<file path="src/rtl/id_pipe.sv">
// id_pipe: registered instruction-decode stage.
// Decodes one fetched instruction per cycle into a control/operand bundle held
// in an output register toward execute. Detects load-use hazards against the
// load currently in execute and inserts bubbles, honours flush, and counts
// hazard stall cycles in a saturating counter.
//
// Handshake: a transfer happens on a cycle where valid and ready are both high
// at the rising edge; the producer holds its payload stable while valid is high
// and ready is low, and ready never depends on the producer's payload except
// through the load-use hazard check.
module id_pipe #(
  parameter int INS_W    = 16,
  parameter int RIDX_W   = 3,
  parameter int IMM_W    = 8,
  parameter int STALL_CW = 16
) (
  input  logic                clk,
  input  logic                rst,
  input  logic                in_valid,
  output logic                in_ready,
  input  logic [INS_W-1:0]    in_ins,
  input  logic [INS_W-1:0]    in_pc,
  input  logic                flush,
  input  logic                ex_load_valid,
  input  logic [RIDX_W-1:0]   ex_load_rd,
  output logic                out_valid,
  input  logic                out_ready,
  output logic [INS_W-1:0]    out_pc,
  output logic [3:0]          alu_signal,
  output logic                mem_read,
  output logic                mem_write,
  output logic                reg_we,
  output logic [RIDX_W-1:0]   rd,
  output logic [RIDX_W-1:0]   rs1,
  output logic [RIDX_W-1:0]   rs2,
  output logic [IMM_W-1:0]    imm,
  output logic [INS_W-1:0]    branch_offset,
  output logic                bra,
  output logic                jmp,
  output logic                ret,
  output logic                apc,
  output logic                illegal,
  output logic [STALL_CW-1:0] stall_cnt
);

  typedef struct packed {
    logic [INS_W-1:0]  pc;
    logic [3:0]        alu;
    logic              mem_read;
    logic              mem_write;
    logic              reg_we;
    logic [RIDX_W-1:0] rd;
    logic [RIDX_W-1:0] rs1;
    logic [RIDX_W-1:0] rs2;
    logic [IMM_W-1:0]  imm;
    logic [INS_W-1:0]  offset;
    logic              bra;
    logic              jmp;
    logic              ret;
    logic              apc;
    logic              illegal;
  } bundle_t;

  // Raw instruction fields: opcode on top, then rd, rs1, rs2 packed below it.
  logic [3:0]        f_op;
  logic [RIDX_W-1:0] f_rd;
  logic [RIDX_W-1:0] f_rs1;
  logic [RIDX_W-1:0] f_rs2;

  assign f_op  = in_ins[INS_W-1 -: 4];
  assign f_rd  = in_ins[INS_W-5 -: RIDX_W];
  assign f_rs1 = in_ins[INS_W-5-RIDX_W -: RIDX_W];
  assign f_rs2 = in_ins[INS_W-5-2*RIDX_W -: RIDX_W];

  bundle_t           bundle_d, bundle_q;
  logic              out_valid_d, out_valid_q;
  logic [STALL_CW-1:0] stall_d, stall_q;
  logic              uses_rs1, uses_rs2, uses_rd;
  logic              haz, accept;

  // Decode the incoming instruction and note which source registers it reads.
  // APC reads rs1 as its operand, so it takes part in load-use detection.
  always_comb begin
    bundle_d        = '0;
    bundle_d.pc     = in_pc;
    bundle_d.rd     = f_rd;
    bundle_d.rs1    = f_rs1;
    bundle_d.rs2    = f_rs2;
    bundle_d.imm    = in_ins[IMM_W-1:0];
    uses_rs1        = 1'b0;
    uses_rs2        = 1'b0;
    uses_rd         = 1'b0;
    case (f_op)
      4'h0: begin
        bundle_d.alu    = {1'b0, in_ins[2:0]};
        bundle_d.reg_we = 1'b1;
        uses_rs1        = 1'b1;
        uses_rs2        = 1'b1;
      end
      4'h1: begin
        bundle_d.reg_we = 1'b1;
        uses_rs1        = 1'b1;
      end
      4'h2: begin
        bundle_d.mem_read = 1'b1;
        bundle_d.reg_we   = 1'b1;
        uses_rs1          = 1'b1;
      end
      4'h3: begin
        bundle_d.mem_write = 1'b1;
        bundle_d.rs2       = f_rd;
        uses_rs1           = 1'b1;
        uses_rd            = 1'b1;
      end
      4'h4: begin
        bundle_d.bra    = 1'b1;
        bundle_d.offset = {{(INS_W-9){in_ins[8]}}, in_ins[8:0]};
        uses_rd         = 1'b1;
      end
      4'h5: begin
        bundle_d.jmp    = 1'b1;
        bundle_d.offset = {{4{in_ins[INS_W-5]}}, in_ins[INS_W-5:0]};
      end
      4'h6: bundle_d.ret = 1'b1;
      4'h7: begin
        bundle_d.apc    = 1'b1;
        bundle_d.reg_we = 1'b1;
        uses_rs1        = 1'b1;
      end
      default: bundle_d.illegal = 1'b1;
    endcase
  end

  // Hazard, handshake and next-state selection for the output register and counter.
  always_comb begin
    haz = in_valid & ex_load_valid &
          ((uses_rs1 & (ex_load_rd == f_rs1)) |
           (uses_rs2 & (ex_load_rd == f_rs2)) |
           (uses_rd  & (ex_load_rd == f_rd)));
    in_ready = !rst & (!out_valid_q | out_ready) & !haz & !flush;
    accept   = in_valid & in_ready;

    out_valid_d = out_valid_q;
    if (flush)          out_valid_d = 1'b0;
    else if (accept)    out_valid_d = 1'b1;
    else if (out_ready) out_valid_d = 1'b0;

    stall_d = stall_q;
    if (haz && !flush && (stall_q != {STALL_CW{1'b1}})) stall_d = stall_q + 1'b1;
  end

  // Output register, valid flag and stall counter; bundle changes only on a transfer.
  always_ff @(posedge clk or posedge rst) begin
    if (rst) begin
      out_valid_q <= 1'b0;
      bundle_q    <= '0;
      stall_q     <= '0;
    end else begin
      out_valid_q <= out_valid_d;
      stall_q     <= stall_d;
      if (accept) bundle_q <= bundle_d;
    end
  end

  assign out_valid     = out_valid_q;
  assign out_pc        = bundle_q.pc;
  assign alu_signal    = bundle_q.alu;
  assign mem_read      = bundle_q.mem_read;
  assign mem_write     = bundle_q.mem_write;
  assign reg_we        = bundle_q.reg_we;
  assign rd            = bundle_q.rd;
  assign rs1           = bundle_q.rs1;
  assign rs2           = bundle_q.rs2;
  assign imm           = bundle_q.imm;
  assign branch_offset = bundle_q.offset;
  assign bra           = bundle_q.bra;
  assign jmp           = bundle_q.jmp;
  assign ret           = bundle_q.ret;
  assign apc           = bundle_q.apc;
  assign illegal       = bundle_q.illegal;
  assign stall_cnt     = stall_q;

endmodule
</file>
<file path="config.mk">
export PLATFORM = sky130hd
export DESIGN_NAME = id_pipe
export DESIGN_NICKNAME = d
export VERILOG_FILES = /design/src/rtl/id_pipe.sv
export SDC_FILE = /design/constraint.sdc
export NUM_CORES = 1
export LEC_CHECK = 0
export ABC_AREA = 1
export CAP_MARGIN = 20
export CELL_PAD_IN_SITES_DETAIL_PLACEMENT = 0
export CELL_PAD_IN_SITES_GLOBAL_PLACEMENT = 1
export CORE_ASPECT_RATIO = 0.7
export CORE_MARGIN = 2
export CORE_UTILIZATION = 30
export CTS_CLUSTER_DIAMETER = 120
export DETAILED_ROUTE_END_ITERATION = 8
export PLACE_DENSITY_LB_ADDON = 0.2
export RECOVER_POWER = 25
export SYNTH_ARGS = -nofsm -noshare
export SYNTH_HDL_FRONTEND = slang
export SYNTH_SLANG_ARGS = --single-unit
</file>
<file path="constraint.sdc">
create_clock -name clk -period 1.9 [get_ports clk]
set_input_delay 0.19 -clock clk [delete_from_list [all_inputs] [get_ports clk]]
set_output_delay 0.19 -clock clk [all_outputs]
set_load 0.01 [all_outputs]
</file>
**After elaboration in Yosys (flattened, before gate mapping)**

Cells that the tools add are included.

- Bitwise logic cells: 12
- Reduce and logical (&&, ||, !) cells: 12
- Add/subtract/negate cells: 1
- Equal/unequal tests: 11
- Multiplexer cells: 17
- Divide/modulo/power cells: 0
- $mul: 0
- Magnitude comparators: 0
- Shifts and indexed selects: 0

Operators with widths:

| cell | number |
|---|---|
| one-hot mux 16 bit (2 select lines) | 1 |
| adder 16 x 1 -> 16 bit (second input constant) | 1 |
| equality test 4 x 3 -> 1 bit (second input constant) | 4 |
| != test 16 bit (second input constant) | 1 |
| 2-to-1 mux 1 bit | 14 |
| AND 1 bit | 9 |
| equality test 3 bit | 3 |
| equality test 4 x 2 -> 1 bit (second input constant) | 2 |
| OR reduction 8 bit | 1 |
| 2-to-1 mux 3 bit | 2 |
| OR reduction 5 bit | 1 |
| equality test 4 x 1 -> 1 bit (second input constant) | 1 |
| zero test 1 bit | 4 |
| zero test 4 bit | 1 |
| OR reduction 4 bit | 1 |
| bitwise OR 1 bit | 3 |
| nonzero test 3 bit | 1 |
| logical AND 1 bit | 2 |
| OR reduction 2 bit | 1 |

- Memory bits (read-only): 0
- Input bits: 41
- Bits in latches: 0
- Memory bits (writable): 0
- Output and inout bits: 79
- Flip-flop bits (word level): 78
- Logic and storage cells: 70
- Memories kept: 0

**Depth between registers and ports, before layout**

- Depth after elaboration: 13
- Gate-level depth with buffers: 11
- Depth with buffers taken out: 10

**Worst setup path before layout**

Ideal clock, no wire load.

- Kind: flip-flop to flip-flop
- Start: reg out_valid_q (netlist: out_valid)
- End: reg bundle_q (netlist bit bra)
- Setup slack: 0.347 ns
- Setup time: 0.066 ns
- Data required time: 1.834 ns
- Arrival time: 1.487 ns
- Cell stages (with the launch flop): 8
- Cell sequence: dfrtp_1 -> inv_1 -> nor2_1 -> nor3_1 -> buf_2 -> clkbuf_1 -> nand4_1 -> nand2_1

- Longest elaborated chain between the ends: 6

RTL lines:

| what | line | text |
|---|---|---|
| from (decl) | 76 | `logic out_valid_d, out_valid_q;` |
| from (signal assigned) | 159 | `out_valid_q <= out_valid_d;` |
| zero test 1 bit | 140 | `in_ready = !rst & (!out_valid_q \| out_ready) & !haz & !flush;` |
| bitwise OR 1 bit | 140 |  |
| AND 1 bit (3 in a row) | 140 |  |
| AND 1 bit | 141 | `accept = in_valid & in_ready;` |
| to (signal assigned) | 161 | `if (accept) bundle_q <= bundle_d;` |
| to (decl) | 75 | `bundle_t bundle_d, bundle_q;` |

Every way passes these cells.
A chain may end at the register's enable or synchronous reset.

**Final worst setup path**

- Start: in in_ins[14]
- End: out in_ready

- Longest elaborated chain between the ends: 10
- Elaborated cells between the ends (all ways): 20
- Classes of those cells: 5 x eq/ne; 3 x mux; 8 x bitwise; 4 x reduce/logical

RTL lines:

| what | line | text |
|---|---|---|
| from (decl) | 21 | `input logic [INS_W-1:0] in_ins,` |
| equality test 4 x 3 -> 1 bit (tied with other cells) | 93 | `case (f_op)` |
| OR reduction 5 bit (no source line) | - |  |
| 2-to-1 mux 1 bit | 93 |  |
| AND 1 bit | 137 | `((uses_rs1 & (ex_load_rd == f_rs1)) \|` |
| bitwise OR 1 bit | 137 |  |
| bitwise OR 1 bit * | 138 | `(uses_rs2 & (ex_load_rd == f_rs2)) \|` |
| AND 1 bit * | 136 | `haz = in_valid & ex_load_valid &` |
| zero test 1 bit * | 140 |  |
| AND 1 bit * (2 in a row) | 140 |  |
| to (decl) | 20 | `output logic in_ready,` |

Every way passes the cells marked *; elsewhere a longest branch is shown, timed or not.

==> results.yml <==
status:
  status: "completed"
worst_setup_path:
  critPathCapture: "in_ready"
  cp_max_fo: 3
  critPathTopFamily: "buffers and inverters"
  crit-reg2reg-launch: "stall_cnt[0]"
  cpPeakStageDelay_ps: 510
  crit_chain: "clkdlybuf4s50_1 > inv_1 > nor2_4 > nand2_1 > nand2_1 > nand3_1 > nand3_2 > a21boi_1 > dlygate4sd2_1"
  cp_num_buf_inv: 3
  worst-endpoint-required_ps: 1710
  reg2reg_depth: 10
  cp-end-kind: "output pin"
  crit_type: "input port to output pin"
  reg2reg_to: "stall_cnt[2]"
  worst-path-stages: 9
  rrSetupSlack_ps: 230
  cp-startpoint: "in_ins[14]"
  cp.arrival_ps: 1640
  crit_top_cell: "nand2_1"
  critPathLaunchType: "input port"
  cp_slowest_cell: "clkdlybuf4s50_1"
yosys:
  yosysMostFrequentCell: "nand2_1"
  synth_largest_area_cell: "dfrtp_1"
  netlist_instances: 473
  yosys-top-cells-area: "dfrtp_1, nand2_1, nand4_1"
  synth-async-reset-ratio: 1.00
  synth-edff-count: 0
  syn_avg_cell_area_um2: 7.85
  yosys.area.top_type_share: 0.479
  ys_ff_latch: 71
  yosysUniqueCellTypes: 24
  yosysSeqAreaShare: 0.479
  synth_common_cells: "nand2_1, dfrtp_1, nand4_1"
  yosys_warnings: 0
  synth_ff_type: "dfrtp_1"
  syn-num-nets: 515
  syn_area_um2: 3710
die:
  chipHeight_um: 97.1
  start_util: 0.312
  core_area_um2: 11900
  die_area_um2: 13300
  std_cell_rows: 33
  die_x_um: 137
  ios: 120
routing:
  ant_nets: 0
  met2_length_mm: 4.84
  drt-met1-wl_mm: 6.11
  drt_wl_total_mm: 11.7
  wl_per_cell_um: 15.1
  firstDrtPassIters: 4
  post-route-drc-count: 0
  vias: 3642
  vias_per_cell: 4.71
  top_layer: "met4"
  drtIter0Drc: 202
  wl_met3_um: 596
power:
  power_density_nw_per_um2: 814
  swShare: 0.273
  switching_power_mw: 1.25
  p_clk_frac: 0.365
  intPower_mw: 3.32
  seq_power_share: 0.399
  share_comb_of_total_power: 0.236
  power.leakage_nw: 2.84
  peakVddDrop_v: 0.000401
  p_total_mw: 4.57
global_routing:
  grt_pass1_vias: 3517
  grt_pass1_wl_mm: 18.7
  grt_max_degree: 56
  grt_util_all_layers: 0.181
  antenna_found_initial: 0
  grt_remaining_overflow: 0
clock_tree:
  cts_made_buffers: 9
  clock-sinks: 71
  clk-insertion-delay-late_ps: 330
  htree_levels: 3
  hold_buffers: 0
  cts_tree: "yes"
  cts-root-buf: "clkbuf_16"
  clkTransAtPathRegs_ps: 50
  postCtsSetupRepairBufs: 0
  clk_path_buf_depth: 2
layout:
  area_growth_pct: 51.2
  nNetsFinal: 653
  drive_gt1_frac: 0.114
  antenna_cells: 0
  fillCellCount: 1162
sta:
  fin_crit_ps: 1830
  setup_viol_count_final: 0
  finalSetupTns_ps: 0
  period_share: 0.961
  finalHoldViolCount: 0
  slew-limit-headroom: 0.349
  skew_ps: 4.33
  worst_slew_pin_slew_ps: 972
  clock.fmax_mhz: 548
  maxSlewViolCount: 0
place:
  gp_congestion: 0.830
  hpwl_mm: 8.52
  io_buffers: 118
min_path:
  min_from: "in_ins[15]"
  hold_path.class: "input port to flip-flop"
run:
  drv_cap: 0
==> placed cells by master (no fill, tap or decap), types with 2 or more instances in the layout <==
cell             netlist  layout
o21ai_0                8       8
buf_12                 0       8
clkbuf_1              13       2
clkinv_2               0       3
nand3_1               14      14
nor3_1                 8       7
dlymetal6s2s_1         0       2
inv_1                 34      32
clkbuf_16              0       9
dfrtp_1               71      71
xnor2_1                9       9
clkdlybuf4s50_1        0     113
nand4_1               60      60
nor2_1                15      12
a21oi_1                8       8
buf_4                  7      33
nand3_2                2       2
nand2_1              193     193
nor2_2                 1       3
xor2_1                 9       9
==> cell type report <==
cell class / instances / area (um^2) / area share
Clock inverter: 4 / 45.0 / 0.00803
Timing Repair Buffer: 160 / 1600 / 0.284
Sequential cell: 71 / 1780 / 0.317
Clock buffer: 12 / 246 / 0.0439
Tap cell: 157 / 196 / 0.0350
Inverter: 34 / 129 / 0.0230
Multi-Input combinational cell: 335 / 1620 / 0.289
==> through the flow <==
stage	utilization	cell area [um^2]	instances	setup slack, ps	hold WS [ps]
after CTS	0.472	5610	773	58.4	335
after detailed placement	0.447	5320	757	-231	458
after global routing	0.472	5610	773	-14.9	362
after floorplan	-	3710	473	347	339
after global placement	0.447	5320	757	-228	454
final	0.472	5610	773	75.0	365
==> power by group through the flow <==
stage	clock, mW	sequential, mW	combinational [mW]
floorplan	0	1.92	0.357
global placement	0	1.84	1.08
detailed placement	0	1.85	1.09
CTS	1.72	1.82	1.09
global route	1.78	1.85	1.18
finish	1.67	1.82	1.08
==> logic make-up after synthesis <==
| logic type | after synthesis | synth area share |
|---|---|---|
| xor gates and xnor gates | 18 | 0.0425 |
| DFF | 71 | 0.479 |
| and+or+nand+nor | 297 | 0.359 |
| AOI/OAI and AO/OA | 18 | 0.0256 |
| buffers and inverters | 67 | 0.0893 |
| other | 1 | 0.00101 |
| adders and majority gates | 1 | 0.00337 |
==> metal layers <==
layer  vias to the layer above  track usage
li1                       1812            -
met1                      1718        0.283
met2                       105        0.249
met3                         7       0.0433
met4                         0       0.0381
met5                         -            0
==> worst min-delay path by stage <==
stage	end	slack, ps	cells past startpoint
6_report	illegal	370	4
5_1_grt	illegal	360	4
4_1_cts	branch_offset[6]	330	2
3_5_place_dp	out_pc[1]	460	2
3_3_place_gp	out_pc[13]	450	2
2_1_floorplan	imm[0]	340	2
==> sequential cells by signal, summed over array words and instances (netlist names) <==
signal,flops
bra,1
out_valid,1
out_pc,16
rs2,3
illegal,1
rs1,3
mem_read,1
ret,1
reg_we,1
stall_cnt,16
imm,6
rd,3
branch_offset,12
apc,1
alu_signal,3
mem_write,1
jmp,1
==> timing repair <==
item,CTS,global route
gates resized for setup,2,8
setup endpoints to repair,1,4
pin swaps,0,1
gates cloned,0,0
==> tightest hold or removal path, cell delays in order <==
cell and delay, ps:
dlymetal6s2s_1 180, buf_4 160, nand4_1 70, nand2_1 50
No activity file was read; power rests on OpenSTA's default activity.
==> RTL edit 1 (config.mk and constraints unchanged) <==
Change the parameter `RIDX_W` from 3 to 2.
--- a/src/rtl/id_pipe.sv
+++ b/src/rtl/id_pipe.sv
@@ -11,5 +11,5 @@
 module id_pipe #(
   parameter int INS_W    = 16,
-  parameter int RIDX_W   = 3,
+  parameter int RIDX_W   = 2,
   parameter int IMM_W    = 8,
   parameter int STALL_CW = 16
Interface: changed (resized ex_load_rd, rd, rs1 and rs2); port bits go from 120 to 116. No check against the original RTL was run, so the function may have changed too.
==> RTL edit 1 against the unedited design <==
Synthesized area down 1.3%; count of clock-buffer cells in the layout down 1; final area down 3.5%; die area down 1.2%; synthesized cell count down 0.85%; total power down 5.4%; sequential power down 2%; via count down 1.6%; critical path type unchanged; wire length down 3.3%; sequential cell count down 1; sequential share of layout area up 0.67 points; clock power down 5%; worst setup slack better by 0.0037 ns.
==> RTL edit 1: results (changes against the unedited design) <==
Run status
  • Outcome: finished clean

Power
  • Switching power: 1.22 mW (-2.1%)
  • Clk pwr share: 0.366 (about the same)
  • Peak supply drop: 387 uV (-3.7%)
  • Register share of total power: 0.412 (+0.013)
  • P_leak: 2.67 nW (-5.9%)

Drt
  • M1 wire length: 5700 um (-6.6%)
  • DRT iter0 DRCs: 216 (+6.9%)
  • Via Count: 3584 (-1.6%)
  • Metal2 WL: 4690 um (-3.1%)
  • Met3 WL: 758 um (+27%)
  • Max Used Layer: met4
  • DRT Pass-1 Iters: 4 (unchanged)
  • Wire per inst: 14.8 um (-1.8%)

Yosys
  • Async SR Flop Fraction: 1.00 (unchanged)
  • Top_reg_cell synth: dfrtp_1
  • Seq/Total Area, Yosys: 0.478 (-0.000617)
  • Synth top cells by count: 189 x nand2_1, 70 x dfrtp_1, 57 x nand4_1
  • Top post-synthesis cells by area: dfrtp_1 48%, nand2_1 19%, nand4_1 9.7%
  • Post-synthesis cell type count: 27 (+13%)
  • Post-Syn Nets: 510 (-0.97%)

Finish
  • Register area: 1750 sq um (-1.4%)
  • Buffers, non-clock: 150 (-6.3%)
  • Layout cells sized above 1: 0.104 (-0.00933)
  • Clock-cell share: 0.0510 (-0.000912)
  • Number of non-clock inverters in the layout: 29 (-15%)
  • Fillers: 1202 (+3.4%)
  • Nets: 640 (-2.0%)
  • Multi-input comb cells: 339 (+1.2%)
  • Non-clock buffer share: 0.269 (-0.0152)
  • Multi-input logic area: 1630 sq um (+0.15%)
  • Clock buffer cells: 11 (-1)
  • N_diodes: 0 (unchanged)

Global route
  • Number of global-route vias before repair: 3356 (-4.6%)
  • Largest net degree at the start of global routing: 55 (-1.8%)
  • Global-route wire length before repair: 18100 um (-3.3%)
  • Initial antenna violation count: 0 (unchanged)
  • GRT Util Overall: 0.181 (about the same)

CTS
  • CTS Root Buffer Type: clkbuf_16
  • Post CTS Setup Buffer Count: 0 (unchanged)
  • Clk slew on worst S/H paths: 0.06 ns
  • Clock Path Buffers: 2 (unchanged)
  • Clk sinks: 70 (-1.4%)

Setup path
  • CP max stage cell: clkdlybuf4s50_1
  • Max FO, Critical Path: 3 (unchanged)
  • Top delay family on crit path: buffers and inverters
  • Worst Reg-to-Reg Cells: 7 (-3)
  • Crit path arrival time: 1.63 ns
  • CP max stage delay: 0.57 ns (+0.06 ns)

Placed design
  • Buffers on Ports: 114 (-3.4%)
  • Place WS: -0.286 ns (-0.0556 ns)
  • Hpwl dp: 8030 um (-5.8%)
  • Area after DPL: 5160 sq um (-2.9%)
  • RePlAce Congestion: 0.860 (+3.7%)

Timing
  • Rel. slew slack: 0.525 (+0.176)
  • Skew final: 0.00626 ns (+0.00194 ns)

Min path
  • Worst Hold Class: input port to flop
  • Hold depth: 3 (-1)
-- RTL edit 1: cell types whose count changed after synthesis, moves of 2 or more --
cell,before,now
nand4_1,60,57
nor2_1,15,25
xnor2_1,9,7
nand2_1,193,189
nor3_1,8,3
a21boi_0,2,5
nand3_1,14,21
o21ai_0,8,6
inv_1,34,28
xor2_1,9,6
-- RTL edit 1: path summary, 6_finish.rpt --
path | start | endpoint | slack (ns)
hold reg to reg | branch_offset[1] | branch_offset[1] | 0.47
setup reg to reg | out_valid | bra | 0.20
max in group asynchronous | rst | branch_offset[14] | 0.43
setup / recovery | in_ins[14] | in_ready | 0.08
hold / removal | in_ins[10] | rd[0] | 0.23
min in group asynchronous | rst | alu_signal[1] | 0.58
-- RTL edit 1: per-layer routing --
metal / up-vias / track usage
li1: 1793 / -
met1: 1675 / 0.262
met2: 104 / 0.263
met3: 12 / 0.0516
met4: 0 / 0.0486
met5: - / 0
-- RTL edit 1: logic make-up (layout without fill, tap and decap cells) --
group,Yosys count,in the layout,share of synthesized area
other,1,1,0.00102
AOI/OAI and AO/OA,18,18,0.0280
buffers and inverters,60,195,0.0813
DFF,70,70,0.478
xor gates and xnor gates,13,13,0.0311
adders and majority gates,1,1,0.00341
and+or+nand+nor,306,306,0.377
-- RTL edit 1: what timing repair did --
action                                  4_1_cts  5_1_grt
hold endpoints to repair                      0        0
resized for setup                             2        3
endpoints found under the setup margin        1        1
-- RTL edit 1: metrics by stage --
stage,power [mW],cells,util
final,4.32,761,0.459
after global routing,4.55,761,0.459
after detailed placement,2.78,745,0.437
after global placement,2.77,745,0.437
after CTS,4.39,761,0.460
after floorplan,2.19,469,-
==> RTL edit 2 (config.mk and constraints unchanged) <==
Made on the original files. Put one more register stage on the output `stall_cnt`, cleared by the reset. The value now appears one clock later. The other outputs are not delayed to match.
--- a/src/rtl/id_pipe.sv
+++ b/src/rtl/id_pipe.sv
@@ -179,5 +179,11 @@
   assign apc           = bundle_q.apc;
   assign illegal       = bundle_q.illegal;
-  assign stall_cnt     = stall_q;
+  always_ff @(posedge clk or posedge rst) begin
+    if (rst) begin
+      stall_cnt <= '0;
+    end else begin
+      stall_cnt <= stall_q;
+    end
+  end
 
 endmodule
Check against the original RTL: not equivalent (a bounded check fails within 4 cycles, from zero or initial values and one cycle with rst high).
==> RTL edit 2 against the unedited design <==
Die area rose by 12%; final area rose by 6.2%; worst setup slack gained 0.025 ns; final cell count up 5.2%; wire length rose by 2.0%; total power rose by 7.6%; synthesized area grew 12%; sequential cell count increased by 16; critical path type unchanged; largest power group unchanged.
==> RTL edit 2: results (changes against the unedited design) <==
Finish
  • Nets: 665 (+1.8%)
  • Final cell count without fillers: 813 (+5.2%)
  • Layout cells sized above 1: 0.115 (+0.00120)

CTS
  • Clock Path Buffers: 2 (unchanged)
  • Clk slew on worst S/H paths: 0.07 ns (+0.02 ns)
  • Worst-Skew Late Latency: 0.33 ns (about the same)
  • CTS Buf Count: 9 (unchanged)

Setup path
  • Worst reg2reg path endpoint: branch_offset[8]
  • R2r setup slk: 0.21 ns (-0.02 ns)
  • Crit path arrival time: 1.61 ns (-0.03 ns)
  • Worst setup startpoint: in_ins[14]
  • Worst Reg-to-Reg Cells: 8 (-2)
  • Max FO, Critical Path: 3 (unchanged)
  • Crit Reg-Reg Startpoint: out_valid

Placed design
  • Hpwl dp: 8160 um (-4.3%)
  • Placed Cells: 797 (+5.3%)
  • RePlAce Congestion: 0.800 (-3.5%)
  • Place WS: -0.265 ns (-0.0347 ns)

Yosys
  • Ys Warns: 0 (unchanged)
  • Top post-synthesis cells by area: dfrtp_1 52%, nand2_1 17%, nand4_1 8.9%
  • Synth top cells by count: 194 x nand2_1, 87 x dfrtp_1, 59 x nand4_1
  • Seq/Total Area, Yosys: 0.523 (+0.0441)
  • Post-Syn Instances: 493 (+4.2%)
  • Post-Syn Nets: 535 (+3.9%)
  • Top_reg_cell synth: dfrtp_1
  • Post-synthesis cell type count: 28 (+17%)
  • Multiplexer share of the synthesized area: 0 (unchanged)
  • Post-synthesis compound-gate area fraction: 0.0252 (-0.000383)
  • Async SR Flop Fraction: 1.00 (unchanged)
  • XOR/XNOR share of the synthesized area: 0.0337 (-0.00883)
  • Adder-Cell Fraction of Synth Area: 0.00300 (-0.000367)

Die
  • Core Box Area: 13400 sq um (+12%)

Timing
  • Hold Slack: 0.391 ns (+0.0255 ns)
  • Minimum clock period: 1.80 ns (-0.0254 ns)
  • Rel. slew slack: 0.198 (-0.151)
  • Skew final: 0.00685 ns (+0.00252 ns)

Drt
  • DRT Pass-1 Iters: 4 (unchanged)
  • Wire per inst: 14.6 um (-3.0%)
  • DRT iter0 DRCs: 241 (+19%)
  • Vias/cell: 4.47 (-5.1%)

Global route
  • Global-route wire length before repair: 19300 um (+3.1%)
  • Initial antenna violation count: 1 (+1)
  • GRT Util Overall: 0.169 (-0.0123)
  • Largest net degree at the start of global routing: 88 (+57%)
  • Number of global-route vias before repair: 3521 (+0.11%)

Min path
  • Hold depth: 3 (-1)

Power
  • Peak supply drop: 415 uV (+3.3%)
  • P_leak: 2.98 nW (+4.8%)
  • Sw Ratio: 0.261 (-0.0119)

Run status
  • Outcome: finished clean
RTL edit 2: metal layers:
metal / part of all wire / vias up / global-route usage
met3: 0.074 / 7 / 0.0502
met4: 0.0072 / 0 / 0.0336
met2: 0.41 / 105 / 0.238
met1: 0.51 / 1677 / 0.256
li1: - / 1847 / -
met5: 0 / - / 0
RTL edit 2: per-stage QoR:
stage	cell area, sq um	TNS, ns	utilization
2_1_floorplan	4170	0	-
3_3_place_gp	5660	-11.27	0.424
3_5_place_dp	5660	-14.78	0.424
4_1_cts	5970	0	0.447
5_1_grt	5960	-0.0133	0.446
6_report	5960	0	0.446
RTL edit 2: area by class of cell:
| type | count | area, sq um |
|---|---|---|
| Clock inverter | 4 | 55.1 |
| Multi-Input combinational cell | 338 | 1650 |
| Clock buffer | 11 | 253 |
| Antenna cell | 1 | 2.50 |
| Timing Repair Buffer | 152 | 1460 |
| Fill cell | 1347 | 7400 |
| Sequential cell | 87 | 2180 |
| Tap cell | 185 | 231 |
| Inverter | 35 | 135 |
RTL edit 2: power groups by stage:
stage	combinational, mW	sequential (mW)	clock [mW]
after global routing	1.05	2.17	1.96
after global placement	0.965	2.17	0
final	0.955	2.15	1.81
after detailed placement	0.972	2.18	0
after floorplan	0.324	2.24	0
after CTS	0.973	2.15	1.88
RTL edit 2: worst max-delay path, stage by stage:
cell and delay (ns):
clkdlybuf4s50_1 0.50, inv_1 0.09, nor2_4 0.14, nand2_1 0.09, nand2_1 0.07, nand3_1 0.08, nand3_2 0.09, a21boi_1 0.06
dlygate4sd2_1 0.28
RTL edit 2: repair_timing:
item	in CTS	in global routing
setup buffers	0	0
gates resized for setup	2	4
setup endpoints to repair	1	63
